File: src/rtl/pc_sequencer.sv
// Next-PC sequencer for the MIPS32 fetch stage: owns the PC and picks sequential, branch, jump or hold.
// Optional exception redirect (exc_req/epc) is compiled in when PCSEQ_EXCEPTION_EN is defined.
module pc_sequencer #(
    parameter logic [31:0] RESET_VECTOR = 32'h0000_0000,
    parameter int unsigned FLUSH_CYCLES = 1,
    parameter logic [31:0] EXC_VECTOR   = 32'h0000_0080
) (
    input  logic        clk,
    input  logic        rst_n,
    input  logic        stall,
    input  logic        br_taken,
    input  logic [31:0] br_target,
    input  logic        jmp,
    input  logic [31:0] jmp_target,
`ifdef PCSEQ_EXCEPTION_EN
    input  logic        exc_req,
    output logic [31:0] epc,
`endif
    output logic [31:0] pc_out,
    output logic [31:0] pc_plus4,
    output logic        if_valid,
    output logic        flush,
    output logic        align_err
);

    typedef enum logic [1:0] {
        BOOT  = 2'd0,
        RUN   = 2'd1,
        FLUSH = 2'd2
    } state_t;

    localparam logic [2:0] FLUSH_CNT_INIT = 3'(FLUSH_CYCLES);

    // Parameter sanity: bubble count must fit the 3-bit counter and the vector must be word aligned.
    if (FLUSH_CYCLES < 1 || FLUSH_CYCLES > 7) begin : g_bad_flush_cycles
        $error("pc_sequencer: FLUSH_CYCLES must be in 1..7");
    end
    if (EXC_VECTOR[1:0] != 2'b00) begin : g_bad_exc_vector
        $error("pc_sequencer: EXC_VECTOR must be word aligned");
    end

    state_t      state_reg;
    logic [31:0] pc_reg;
    logic [2:0]  flush_cnt_reg;
    logic        flush_reg;
    logic        align_err_reg;

    logic        redirect;
    logic [31:0] redirect_target;

`ifdef PCSEQ_EXCEPTION_EN
    logic [31:0] epc_reg;
    logic        exc_pend_reg;
    logic        exc_take;

    // A request seen during BOOT is remembered and serviced on the first RUN cycle.
    assign exc_take = exc_req | exc_pend_reg;
    assign epc      = epc_reg;
`endif

    // Branch resolves in EX and is older than the jump in ID, so it wins.
    always_comb begin
        redirect        = 1'b0;
        redirect_target = br_target;
        if (br_taken) begin
            redirect        = 1'b1;
            redirect_target = br_target;
        end else if (jmp) begin
            redirect        = 1'b1;
            redirect_target = jmp_target;
        end
    end

    always_ff @(posedge clk or negedge rst_n) begin
        if (!rst_n) begin
            state_reg     <= BOOT;
            pc_reg        <= RESET_VECTOR;
            flush_cnt_reg <= 3'd0;
            flush_reg     <= 1'b0;
            align_err_reg <= 1'b0;
`ifdef PCSEQ_EXCEPTION_EN
            epc_reg       <= 32'd0;
            exc_pend_reg  <= 1'b0;
`endif
        end else begin
            flush_reg     <= 1'b0;
            align_err_reg <= 1'b0;
            unique case (state_reg)
                BOOT: begin
                    state_reg <= RUN;
`ifdef PCSEQ_EXCEPTION_EN
                    exc_pend_reg <= exc_req;
`endif
                end
                default: begin
`ifdef PCSEQ_EXCEPTION_EN
                    if (exc_take) begin
                        epc_reg       <= pc_reg;
                        pc_reg        <= EXC_VECTOR;
                        flush_reg     <= 1'b1;
                        flush_cnt_reg <= FLUSH_CNT_INIT;
                        state_reg     <= FLUSH;
                        exc_pend_reg  <= 1'b0;
                    end else
`endif
                    if (redirect) begin
                        // Redirects override stall and restart the bubble count even mid-FLUSH.
                        pc_reg        <= {redirect_target[31:2], 2'b00};
                        flush_reg     <= 1'b1;
                        align_err_reg <= |redirect_target[1:0];
                        flush_cnt_reg <= FLUSH_CNT_INIT;
                        state_reg     <= FLUSH;
                    end else if (state_reg == FLUSH) begin
                        flush_cnt_reg <= flush_cnt_reg - 3'd1;
                        if (flush_cnt_reg == 3'd1) begin
                            state_reg <= RUN;
                        end
                    end else if (!stall) begin
                        pc_reg <= pc_reg + 32'd4;
                    end
                end
            endcase
        end
    end

    assign pc_out    = pc_reg;
    assign pc_plus4  = pc_reg + 32'd4;
    // A stalled fetch repeats the same address; qualify it off in the same cycle so it is not consumed twice.
    assign if_valid  = (state_reg == RUN) & ~stall;
    assign flush     = flush_reg;
    assign align_err = align_err_reg;

endmodule
File: config.mk
export PLATFORM = sky130hd
export DESIGN_NAME = pc_sequencer
export DESIGN_NICKNAME = d
export VERILOG_FILES = /design/src/rtl/pc_sequencer.sv
export SDC_FILE = /design/constraint.sdc
export NUM_CORES = 1
export LEC_CHECK = 0
export BUFFER_PORTS_ARGS = -buffer_cell sky130_fd_sc_hd__buf_2
export CORE_MARGIN = 3
export CORE_UTILIZATION = 48
export DETAILED_ROUTE_END_ITERATION = 10
export PLACE_DENSITY = 0.77
export SYNTH_ARGS = -nofsm -noshare
export SYNTH_HDL_FRONTEND = slang
export SYNTH_SLANG_ARGS = --single-unit
File: constraint.sdc
create_clock -name clk -period 2.22 [get_ports clk]
set_input_delay 0.444 -clock clk [delete_from_list [all_inputs] [get_ports clk]]
set_output_delay 0.444 -clock clk [all_outputs]
set_load 0.03 [all_outputs]
# After elaboration in Yosys (flattened, before gate mapping)
# Cells that the tools add are included.
# word_totals
ramBits	0
output_inout_bits	67
romBits	0
n_memories	0
ff_bits	39
latchBits	0
elab_cells	40
in_bits	69
# classes
n_addsub	2
n_eq_ne	5
bitwise_logic	3
reduce_logical	8
order_cmp	0
div	0
n_mul	0
shift	0
n_mux	17
# ops
cell	n
2-to-1 mux 32 bit	5
adder 32 x 3 -> 32 bit (second input constant)	1
2-to-1 mux 2 bit	4
2-to-1 mux 1 bit	6
2-to-1 mux 3 bit	2
nonzero test 3 bit	2
AND reduction 2 bit	2
== test 3 x 1 -> 1 bit (second input constant)	1
AND reduction 3 bit	1
subtractor 3 x 1 -> 3 bit (second input constant)	1
== test 2 x 1 -> 1 bit (second input constant)	1
== test 2 bit (second input constant)	1
zero test 2 bit	1
inequality test 2 x 1 -> 1 bit (second input constant)	1
inequality test 2 bit (second input constant)	1
NOT 1 bit	2
nonzero test 2 bit	1
OR reduction 2 bit	1
AND 1 bit	1

# Logic depth before layout (Yosys ltp)
# Gate-level depths: netlist of the first run.
# depth
ltp_word	5
ltp_mapped	7
ltp_nobuf	5

# Worst setup path after synthesis of the first run
# Ideal clock, no wire load.
# synth_timing
path_type	register -> output
from	reg pc_reg[11] (netlist: pc_out[11])
to	out pc_plus4[18]
arrival_time_ns	2.229
path_stages_with_launch	6
slack_ns	-0.453
n_path_buf	1
required_ns	1.776
cell_sequence	dfrtp_1 > buf_2 > nand4_2 > or4_4 > or2_1 > xnor2_1
# synth_between
elab_chain_cells	1
# synth_rtl
item	line_no	rtl
from (decl)	43	logic [31:0] pc_reg;
from (signal assigned)	108	pc_reg <= {redirect_target[31:2], 2'b00};
from (signal assigned)	119	pc_reg <= pc_reg + 32'd4;
adder 32 x 3 -> 32 bit	127	assign pc_plus4 = pc_reg + 32'd4;
to (decl)	20	output logic [31:0] pc_plus4,
# Every way passes these cells.

# Worst setup path after layout of the first run
# layout_timing
from	reg pc_reg[14] (netlist: pc_out[14])
to	out pc_plus4[18]
# Same word-level chain as after synthesis.

==> key figures, run 1 <==
Yosys
  – Mapped Area: 3113 um2
  – Synth warn: 0
  – Syn Area/Cell: 8.235 um2
  – Main synth FF type: dfrtp_1
  – EDFF count, synth: 0
  – Cells after Synth: 378
  – FF+latch count, synth: 37
  – Distinct cells, synth: 53
  – Fraction of registers with async set/reset: 100.0%
  – Sequential share of the synthesized area: 29.74%

Critical path
  – Worst-path cell chain: nand4_4 > or4_4 > or2_4 > xnor2_4 > buf_6
  – CP required: 1780 ps
  – Arr. time, crit path: 2000 ps
  – Crit path buf inv count: 1
  – Critical path peak fanout: 3
  – Crit end category: output port
  – Max stage delay cell, worst path: or4_4
  – Crit path depth: 5
  – Critical Path Source Type: register
  – Top delay family on crit path: simple AND/OR/NAND/NOR gates
  – CP peak stage delay: 560 ps
  – Worst setup path class: reg -> out
  – Reg2Reg Depth: 8

Global routing
  – Vias in the first global route: 3620
  – Largest net degree at the start of global routing: 27
  – Initial antenna violation count: 0
  – Met2 usage: 53.76%
  – GRT met1 Usage: 37.67%
  – Layer with the highest usage: met2
  – Grt total ovfl: 0
  – Gr usage total: 29.79%
  – First-pass GRT wire length: 17.77 mm
  – Met3 Use GR: 4.373%

Floorplanning
  – CORE AREA: 6096 um2
  – # IOs: 136
  – Die area: 7487 um2
  – DIE HEIGHT: 86.53 um
  – Std-Cell Rows: 28
  – Initial core utilization: 51.07%
  – Die width: 86.53 um

STA
  – Slew @ Worst Pin: 517.4 ps
  – Final setup margin: -226.4 ps
  – Peak Freq: 408.8 MHz
  – Clock skew: 6.819 ps
  – Post-route minimum period: 2446 ps
  – Slew Limit Headroom: 65.51%
  – Hold Vio Cnt, Final: 0
  – Setup_tns: -1949 ps
  – Final period utilization: 110.2%
  – Setup-failing EPs final: 19
  – RSZ-0062 raised after global routing: true
  – Max Slew Vio Count: 0

Cells and area
  – Fin nets: 636
  – Layout cells sized above 1: 52.39%
  – Area Overhead vs Synth: 60.25%
  – Max reg flops: 30
  – # diodes: 0

Drt
  – DRC viols: 0
  – DR pass1 iterations: 6
  – Routed WL: 11.49 mm
  – Post-DR vias/cell: 6.009
  – Vias: 3846
  – Drt wl/cell: 17.95 um
  – Initial DRC count: 294
  – DRT antenna net count: 0

CTS
  – CTS Buffer Depth: 2
  – Root buffer cell: clkbuf_8
  – Clk sink count: 37
  – Clk Latency, worst-skew pair: 290 ps
  – H-tree depth: 2
  – Worst-path clk slew: 80 ps
  – Cts hold-fix bufs: 0
  – TritonCTS Buffers: 5
  – TritonCTS clock tree: yes

Power and ir drop
  – Pwr Total: 6.812 mW
  – PwrDens: 1366 nW/um2
  – Pleak: 2.400 nW
  – Peak supply drop: 0.9478 mV

Min path
  – Hold crit path type: in -> async

Run
  – Max-cap violations: 0

Placed design
  – Routability-driven placement congestion ratio: 0.9007
  – DP HPWL: 8.388 mm
  – Port-buffer cells: 131

Status
  – Status: finished, violations left
  – Violated checks: setup timing
[path summary, 6_finish.rpt]
path / from / to / slack (ps)
hold / removal: rst_n / pc_out[31] / 40
min in group clk: jmp_target[1] / align_err / 440
max in group asynchronous: rst_n / pc_out[5] / 1600
setup reg to reg: pc_out[2] / pc_out[25] / 330
hold reg to reg: flush_cnt_reg[2] / flush_cnt_reg[2] / 510
setup / recovery: pc_out[14] / pc_plus4[18] / -230
[layout make-up]
type | count | area [um2]
fillers | 399 | 1107
multi-input cells | 296 | 2340
repair buffers | 215 | 1455
clock buffers | 6 | 82.58
inverters | 9 | 33.78
clock inverters | 2 | 37.54
flip-flops and latches | 37 | 945.9
well taps | 75 | 93.84
[cells in the mapped netlist, types with 2 or more instances]
cell	count	area share (%)
or2_2	3	0.60
nand4_1	17	3.4
a21o_1	2	0.48
or4_1	2	0.48
a222oi_1	5	1.6
a21oi_1	13	2.1
a41oi_1	3	0.84
o22ai_1	6	1.2
a22o_1	19	5.3
or3_1	8	1.6
nand3_1	14	2.3
and3_1	7	1.4
o211ai_1	11	2.7
nor2_1	24	2.9
o21ai_0	18	2.9
inv_1	9	1.1
a41o_1	5	1.6
o311ai_0	3	0.84
ha_1	3	1.2
nor4_1	4	0.80
nor2b_1	2	0.40
o2bb2ai_1	7	2.0
a31o_2	4	1.1
nand2_1	34	4.1
mux2i_1	17	5.5
nor3_1	8	1.3
xor2_1	9	2.5
buf_1	2	0.24
and4_1	4	1.1
buf_4	4	0.96
and2_1	4	0.80
clkbuf_1	24	2.9
dfrtp_1	37	30
buf_2	9	1.4
xnor2_1	18	5.1
o21a_1	2	0.48
[timing repair]
| item | in CTS | in global routing |
|---|---|---|
| setup buffers | 10 | 9 |
| gates cloned | 0 | 0 |
| pin swaps | 18 | 10 |
| endpoints found under the setup margin | 20 | 24 |
| gates resized for setup | 62 | 21 |
[routing by layer]
metal	vias to the layer above	wire (um)
li1	1796	-
met1	1810	4462
met2	218	5901
met3	22	947
met4	0	176
met5	-	0
[report_power, final]
part	total (mW)	internal (mW)	switching, mW
Sequential	1.40	1.01	0.391
Combinational	4.78	1.90	2.87
Clock	0.636	0.366	0.270
Total	6.81	3.28	3.53
[metrics by stage]
step | setup slack (ps) | hold WS, ps | instances | util, % | area [um2]
5_1_grt | -284.8 | 45.43 | 640 | 81.84 | 4989
2_1_floorplan | -94.11 | 148.4 | 381 | - | 3364
4_1_cts | -194.5 | 43.89 | 631 | 79.52 | 4847
3_5_place_dp | 57.68 | 362.2 | 613 | 72.56 | 4423
3_3_place_gp | 76.93 | 362.0 | 613 | 72.56 | 4423
6_report | -226.4 | 43.39 | 640 | 81.84 | 4989
[cells by family after synthesis]
| group | count (synthesis) | synth area share [%] |
|---|---|---|
| simple gates | 139 | 23.95 |
| mux | 17 | 5.466 |
| buf+inv | 48 | 6.632 |
| flops | 37 | 29.74 |
| fa+ha+maj | 3 | 1.206 |
| xor+xnor | 27 | 7.597 |
| compound gates | 106 | 25.28 |
| other cells | 1 | 0.1205 |
[placed cells by master (no fill, tap or decap), types with 4 or more instances in the layout]
cell type and count:
mux2i_1 17, buf_2 109, nor2_1 21, buf_6 23
buf_4 80, dfrtp_2 16, a41o_1 5, xor2_1 7
o21ai_0 18, nand2_1 31, nand4_1 17, nand3_1 9
o22ai_1 6, or3_1 8, o211ai_1 11, a22o_1 19
clkbuf_8 6, a222oi_1 5, and3_1 5, a21oi_1 13
dfrtp_1 21, inv_1 9, nor3_1 6, a31o_2 4
nand3_4 4, xnor2_2 13, nor4_4 4, o2bb2ai_1 7
conb_1 4
Note: power is estimated with default switching activity, not from simulation.
==> run 2, diff against run 1 <==
SETUP_SLACK_MARGIN = 0.5   (was default)
==> key figures, run 2 (synthesis gave the netlist of run 1 again) <==
Status
  – Status: finished, violations left
  – Violated checks: setup timing

Drt
  – DRC viols: 0 (unchanged)
  – DRT antenna net count: 0 (unchanged)
  – Initial DRC count: 479 (+63%)
  – Post-DR vias/cell: 6.881 (+15%)
  – Vias: 4521 (+18%)
  – DR pass1 iterations: 8 (+2)
  – Drt wl/cell: 24.16 um (+35%)
  – Routed WL: 15.88 mm (+38%)

Global routing
  – Initial antenna violation count: 0 (unchanged)
  – Largest net degree at the start of global routing: 38 (+41%)
  – Grt total ovfl: 0 (unchanged)
  – First-pass GRT wire length: 20.22 mm (+14%)
  – Gr usage total: 34.31% (+4.5 points)
  – Vias in the first global route: 4141 (+14%)

Critical path
  – Arr. time, crit path: 2080 ps (+80 ps)
  – Critical Path Source Type: register
  – Crit end category: output port
  – RR Endpoint: pc_out[14]
  – Worst setup path class: reg -> out
  – Crit path buf inv count: 4 (+3)
  – Worst r2r src: pc_out[2]
  – Reg2Reg Depth: 8 (unchanged)
  – Reg-to-reg setup timing slack: 270 ps (-60 ps)
  – CP required: 1780 ps (about the same)
  – Crit path depth: 9 (+4)
  – Worst-path cell chain: ha_4 > nand2_2 > buf_6 > buf_4 > nor2_4 > nand4_1 > buf_4 > xnor2_4 > buf_6
  – Max stage delay cell, worst path: dfrtp_2
  – Critical path peak fanout: 4 (+1)
  – CP peak stage delay: 430 ps (-130 ps)
  – Top delay family on crit path: buffers and inverters

Floorplanning
  – # IOs: 136 (unchanged)
  – DIE HEIGHT: 86.53 um (unchanged)
  – Die area: 7487 um2 (unchanged)
  – Initial core utilization: 51.07% (unchanged)
  – Die width: 86.53 um (unchanged)
  – Std-Cell Rows: 28 (unchanged)
  – CORE AREA: 6096 um2 (unchanged)

Cells and area
  – Area Overhead vs Synth: 80.31%
  – # diodes: 0 (unchanged)
  – Max reg flops: 30 (unchanged)
  – Fin util: 92.08% (+10 points)
  – Fin nets: 653 (+2.7%)
  – Fin area: 5613 um2 (+13%)
  – Most common cell after layout, fill and taps aside: buf_2
  – Final Non-Filler Cells: 657 (+2.7%)
  – Most frequent cells in the layout: 102 x buf_2, 65 x buf_6, 63 x buf_4
  – Layout cells sized above 1: 58.93% (+6.5 points)

Min path
  – Hold crit path type: in -> async

Power and ir drop
  – Pwr Total: 7.660 mW (+12%)
  – Peak supply drop: 1.102 mV (+16%)
  – PwrDens: 1365 nW/um2 (about the same)
  – Pleak: 2.624 nW (+9.3%)

CTS
  – Worst-path clk slew: 90 ps (about the same)
  – CTS Buffer Depth: 2 (unchanged)
  – Cts hold-fix bufs: 0 (unchanged)
  – Clk Latency, worst-skew pair: 320 ps (+30 ps)
  – Root buffer cell: clkbuf_8
  – TritonCTS clock tree: yes
  – Clk sink count: 37 (unchanged)
  – H-tree depth: 2 (unchanged)
  – TritonCTS Buffers: 5 (unchanged)

STA
  – RSZ-0062 raised after global routing: true
  – Final setup margin: -304.9 ps (-78.54 ps)
  – Slew Limit Headroom: 64.71% (-0.80 points)
  – Setup-failing EPs final: 22 (+3)
  – Max Slew Vio Count: 0 (unchanged)
  – Final hold slack: 186.5 ps (+143.1 ps)
  – Peak Freq: 396.1 MHz (-3.1%)
  – Clock skew: 12.01 ps (+5.194 ps)
  – Final period utilization: 113.7% (+3.5 points)
  – Post-route minimum period: 2525 ps (+78.54 ps)
  – Slew @ Worst Pin: 529.4 ps (+12.01 ps)
  – Setup_tns: -4326 ps (-2377 ps)
  – Hold Vio Cnt, Final: 0 (unchanged)

Placed design
  – Routability-driven placement congestion ratio: 0.8705 (-3.4%)
  – DP Worst Slack: 16.19 ps (-41.49 ps)
  – DP HPWL: 8.114 mm (-3.3%)
  – Post-Place Cells: 605 (-1.3%)
  – Port-buffer cells: 131 (unchanged)
  – DP Area: 4581 um2 (+3.6%)

Run
  – Max-cap violations: 0 (unchanged)
[run 2: cell count changes in the layout (fill, tap and decap cells not counted), moves of 4 or more]
cell,before,now
buf_2,109,102
nand3_4,4,8
dfrtp_1,21,11
xor2_1,7,2
buf_6,23,65
dfrtp_2,16,26
xnor2_2,13,8
buf_4,80,63
xnor2_4,2,10
[run 2: final cells by class]
| type | count | area, um2 |
|---|---|---|
| clock buffer | 6 | 82.58 |
| clock inverter | 2 | 37.54 |
| fill | 234 | 483.0 |
| inverter | 9 | 33.78 |
| multi-input combinational | 296 | 2656 |
| sequential | 37 | 958.4 |
| tap | 75 | 93.84 |
| timing repair buffer | 232 | 1750 |
[run 2: what timing repair did]
item / in CTS / in global routing
cloned: 0 / 0
setup buffers: 26 / 18
gates resized for setup: 94 / 56
endpoints found under the setup margin: 43 / 57
pin swaps: 22 / 44
[run 2: routing by layer]
metal  routed length [um]  part of all wire, %  track usage (%)  up-vias
met3                 1798                   11            7.605      144
met4                 1285                  8.1            17.14        0
met2                 7450                   47            58.48      439
met5                    0                    0                0        -
met1                 5340                   34            40.58     2118
li1                     -                    -                -     1820
[run 2: how the worst max path moves through the flow]
stage	start	slack (ps)	to
2_1_floorplan	pc_out[5]	-20	pc_plus4[18]
3_3_place_gp	pc_out[2]	40	pc_plus4[22]
3_5_place_dp	pc_out[2]	20	pc_plus4[22]
4_1_cts	pc_out[3]	-200	pc_plus4[18]
5_1_grt	pc_out[2]	-380	pc_plus4[30]
6_report	pc_out[2]	-300	pc_plus4[30]
[run 2: where the power goes]
group | total, mW | switching [mW] | leakage [nW] | internal, mW
logic | 5.55 | 3.31 | 2.15 | 2.23
registers | 1.45 | 0.422 | 0.416 | 1.03
clock network | 0.664 | 0.298 | 0.0574 | 0.366
total | 7.66 | 4.03 | 2.62 | 3.63
==> run 3, diff against run 2 <==
ABC_AREA = 1   (was default)
PLACE_DENSITY = 0.78   (was 0.77)
RECOVER_POWER = 25   (was default)
==> key figures, run 3 <==
Status
  – Status: finished, violations left
  – Violated checks: setup timing

Cells and area
  – Layout cells sized above 1: 47.43% (-12 points)
  – Fillers: 402 (+72%)
  – Most frequent cells in the layout: 134 x nand2_1, 103 x buf_2, 68 x nor2_1
  – Multi-input logic area: 2306 um2 (-13%)
  – Area Overhead vs Synth: 60.38%
  – Reg area: 950.9 um2 (-0.78%)
  – Max reg flops: 30 (unchanged)
  – Fin nets: 712 (+9.0%)
  – Most common cell after layout, fill and taps aside: nand2_1
  – # diodes: 0 (unchanged)

Floorplanning
  – Initial core utilization: 50.00% (-1.1 points)
  – # IOs: 136 (unchanged)
  – CORE AREA: 5956 um2 (-2.3%)
  – Die width: 84.77 um (-2.0%)
  – Die area: 7185 um2 (-4.0%)
  – DIE HEIGHT: 84.77 um (-2.0%)
  – Std-Cell Rows: 28 (unchanged)

Yosys
  – Area leader, netlist: dfrtp_1
  – Mapped Area: 2978 um2 (-4.3%)
  – Sequential share of the synthesized area: 31.09% (+1.3 points)
  – Synth warn: 0 (unchanged)
  – Distinct cells, synth: 32 (-40%)
  – Fraction of registers with async set/reset: 100.0% (unchanged)
  – Post-synth top cells: 168 x nand2_1, 81 x nor2_1, 41 x nand3_1, 37 x dfrtp_1, 30 x a21oi_1
  – Main synth FF type: dfrtp_1
  – EDFF count, synth: 0 (unchanged)
  – Cells after Synth: 468 (+24%)
  – Area contributors post-synth: dfrtp_1 31%, nand2_1 21%, nor2_1 10%
  – Top-area cell type share of the netlist area: 31.09% (+1.3 points)
  – Count leader, synth: nand2_1
  – FF+latch count, synth: 37 (unchanged)
  – Syn Area/Cell: 6.363 um2 (-23%)

Global routing
  – Met2 usage: 54.23% (-4.2 points)
  – Layer with the highest usage: met2
  – Met3 Use GR: 4.416% (-3.2 points)
  – Gr usage total: 29.71% (-4.6 points)
  – Grt total ovfl: 0 (unchanged)
  – First-pass GRT wire length: 17.39 mm (-14%)
  – Vias in the first global route: 3668 (-11%)
  – GRT met1 Usage: 36.74% (-3.8 points)
  – Initial antenna violation count: 0 (unchanged)
  – Largest net degree at the start of global routing: 32 (-16%)

CTS
  – TritonCTS Buffers: 5 (unchanged)
  – Worst-path clk slew: 90 ps (about the same)
  – Clk sink count: 37 (unchanged)
  – TritonCTS clock tree: yes
  – CTS Buffer Depth: 2 (unchanged)
  – Clk Latency, worst-skew pair: 300 ps (-20 ps)
  – Root buffer cell: clkbuf_8
  – H-tree depth: 2 (unchanged)

Drt
  – DRT antenna net count: 0 (unchanged)
  – Post-DR vias/cell: 5.331 (-23%)
  – Initial DRC count: 281 (-41%)
  – Vias: 3817 (-16%)
  – DR pass1 iterations: 5 (-3)
  – Drt wl/cell: 15.88 um (-34%)
  – DRC viols: 0 (unchanged)
  – Routed WL: 11.37 mm (-28%)

Critical path
  – Reg2Reg Depth: 11 (+3)
  – Crit end category: output port
  – Max stage delay cell, worst path: dfrtp_2
  – Worst setup path class: reg -> out
  – Worst-path cell chain: ha_4 > buf_4 > buf_6 > nand3_4 > nor2_4 > and2_4 > nand2_2 > nand2_2 > nand2_4 > buf_6
  – Reg-to-reg setup timing slack: 490 ps (+220 ps)
  – CP peak stage delay: 450 ps (+20 ps)
  – Arr. time, crit path: 1810 ps (-270 ps)
  – Critical Path Source Type: register
  – Crit path buf inv count: 3 (-1)
  – CP required: 1780 ps (about the same)
  – Top delay family on crit path: simple AND/OR/NAND/NOR gates
  – RR Endpoint: pc_out[8]
  – Worst r2r src: pc_out[3]
  – Critical path peak fanout: 4 (unchanged)

Placed design
  – Port-buffer cells: 131 (unchanged)
  – Routability-driven placement congestion ratio: 0.8711 (about the same)
  – DP HPWL: 7.089 mm (-13%)
  – DP Worst Slack: 210.0 ps (+193.8 ps)

STA
  – Max Slew Vio Count: 0 (unchanged)
  – Slew @ Worst Pin: 910.1 ps (+380.7 ps)
  – Setup-failing EPs final: 4 (-82%)
  – Clock skew: 10.02 ps (-1.993 ps)
  – Final hold slack: 247.8 ps (+61.30 ps)
  – Final period utilization: 101.5% (-12 points)
  – RSZ-0062 raised after global routing: true
  – Hold Vio Cnt, Final: 0 (unchanged)
  – Setup_tns: -67.11 ps (+4259 ps)
  – Peak Freq: 443.9 MHz (+12%)
  – Slew Limit Headroom: 39.32% (-25 points)
  – Post-route minimum period: 2253 ps (-272.2 ps)
  – Final setup margin: -32.74 ps (+272.2 ps)

Power and ir drop
  – Pwr Total: 6.844 mW (-11%)
  – PwrDens: 1433 nW/um2 (+5.0%)
  – Peak supply drop: 1.229 mV (+12%)
  – Pleak: 2.350 nW (-10%)

Run
  – Max-cap violations: 0 (unchanged)

Min path
  – Hold crit path type: in -> async
## run 3: cell count changes after synthesis, moves of 14 or more
| cell | previous run | this run |
|---|---|---|
| a21oi_1 | 13 | 30 |
| a22o_1 | 19 | 0 |
| clkbuf_1 | 24 | 10 |
| inv_1 | 9 | 25 |
| mux2i_1 | 17 | 0 |
| nand2_1 | 34 | 168 |
| nand3_1 | 14 | 41 |
| nand4_1 | 17 | 1 |
| nor2_1 | 24 | 81 |
| o21ai_0 | 18 | 4 |
| xnor2_1 | 18 | 3 |
## run 3: repair_timing
item | 4_1_cts | 5_1_grt
hold endpoints to repair | 0 | 0
setup endpoints to repair | 28 | 28
hold buffers | 0 | 0
buffers inserted | 32 | 12
gates resized for setup | 67 | 25
pin swaps | 21 | 15
## run 3: power breakdown
group / internal [mW] / leakage (nW) / switching [mW] / total [mW]
Combinational: 1.88 / 1.89 / 3.05 / 4.93
Sequential: 1.01 / 0.411 / 0.413 / 1.42
Clock: 0.217 / 0.0439 / 0.272 / 0.489
Total: 3.11 / 2.35 / 3.74 / 6.84
## run 3: logic make-up after synthesis
| group | share of synthesized area (%) |
|---|---|
| AO/OA/AOI/OAI | 7.816 |
| AND/OR/NAND/NOR | 47.18 |
| XOR/XNOR | 5.378 |
| other | 0.1259 |
| adder cells (fa/ha/maj) | 1.261 |
| buffers and inverters | 7.143 |
| flip-flops | 31.09 |
## run 3: per-layer routing
layer | share of wire [%] | vias to the layer above
met5 | 0 | -
met2 | 53 | 186
met1 | 37 | 1781
li1 | - | 1816
met4 | 3.0 | 0
met3 | 7.5 | 34
## run 3: worst max path at each step
stage | to | start | depth (start not counted) | slack [ps]
floorplan | pc_plus4[31] | pc_out[2] | 6 | 290
global placement | pc_plus4[22] | pc_out[2] | 8 | 250
detailed placement | pc_plus4[26] | pc_out[2] | 8 | 210
CTS | pc_plus4[22] | pc_out[3] | 9 | 10
global route | pc_plus4[28] | pc_out[3] | 10 | -80
finish | pc_plus4[28] | pc_out[3] | 10 | -30
## run 3: final cells by class
cell class                 count  area share (%)
clock buffer                   5           1.441
clock inverter                 3          0.3668
inverter                      27           2.122
multi-input combinational    386           48.28
sequential                    37           19.91
tap                           75           1.965
timing repair buffer         183           25.91
## run 3: worst register-to-register path, delay by kind of cell (launching register included)
kind	cells	cell delay (ps)
AOI/OAI and AO/OA	1	130
xor gates and xnor gates	1	150
adders and majority gates	1	190
buffers and inverters	5	580
DFF	1	450
and+or+nand+nor	3	160
## run 3: through the flow
stage	area (um2)	utilization, %	std cells
5_1_grt	4776	80.19	716
3_3_place_gp	4014	67.40	664
3_5_place_dp	4014	67.40	664
4_1_cts	4568	76.70	704
6_report	4776	80.19	716
2_1_floorplan	3316	-	471
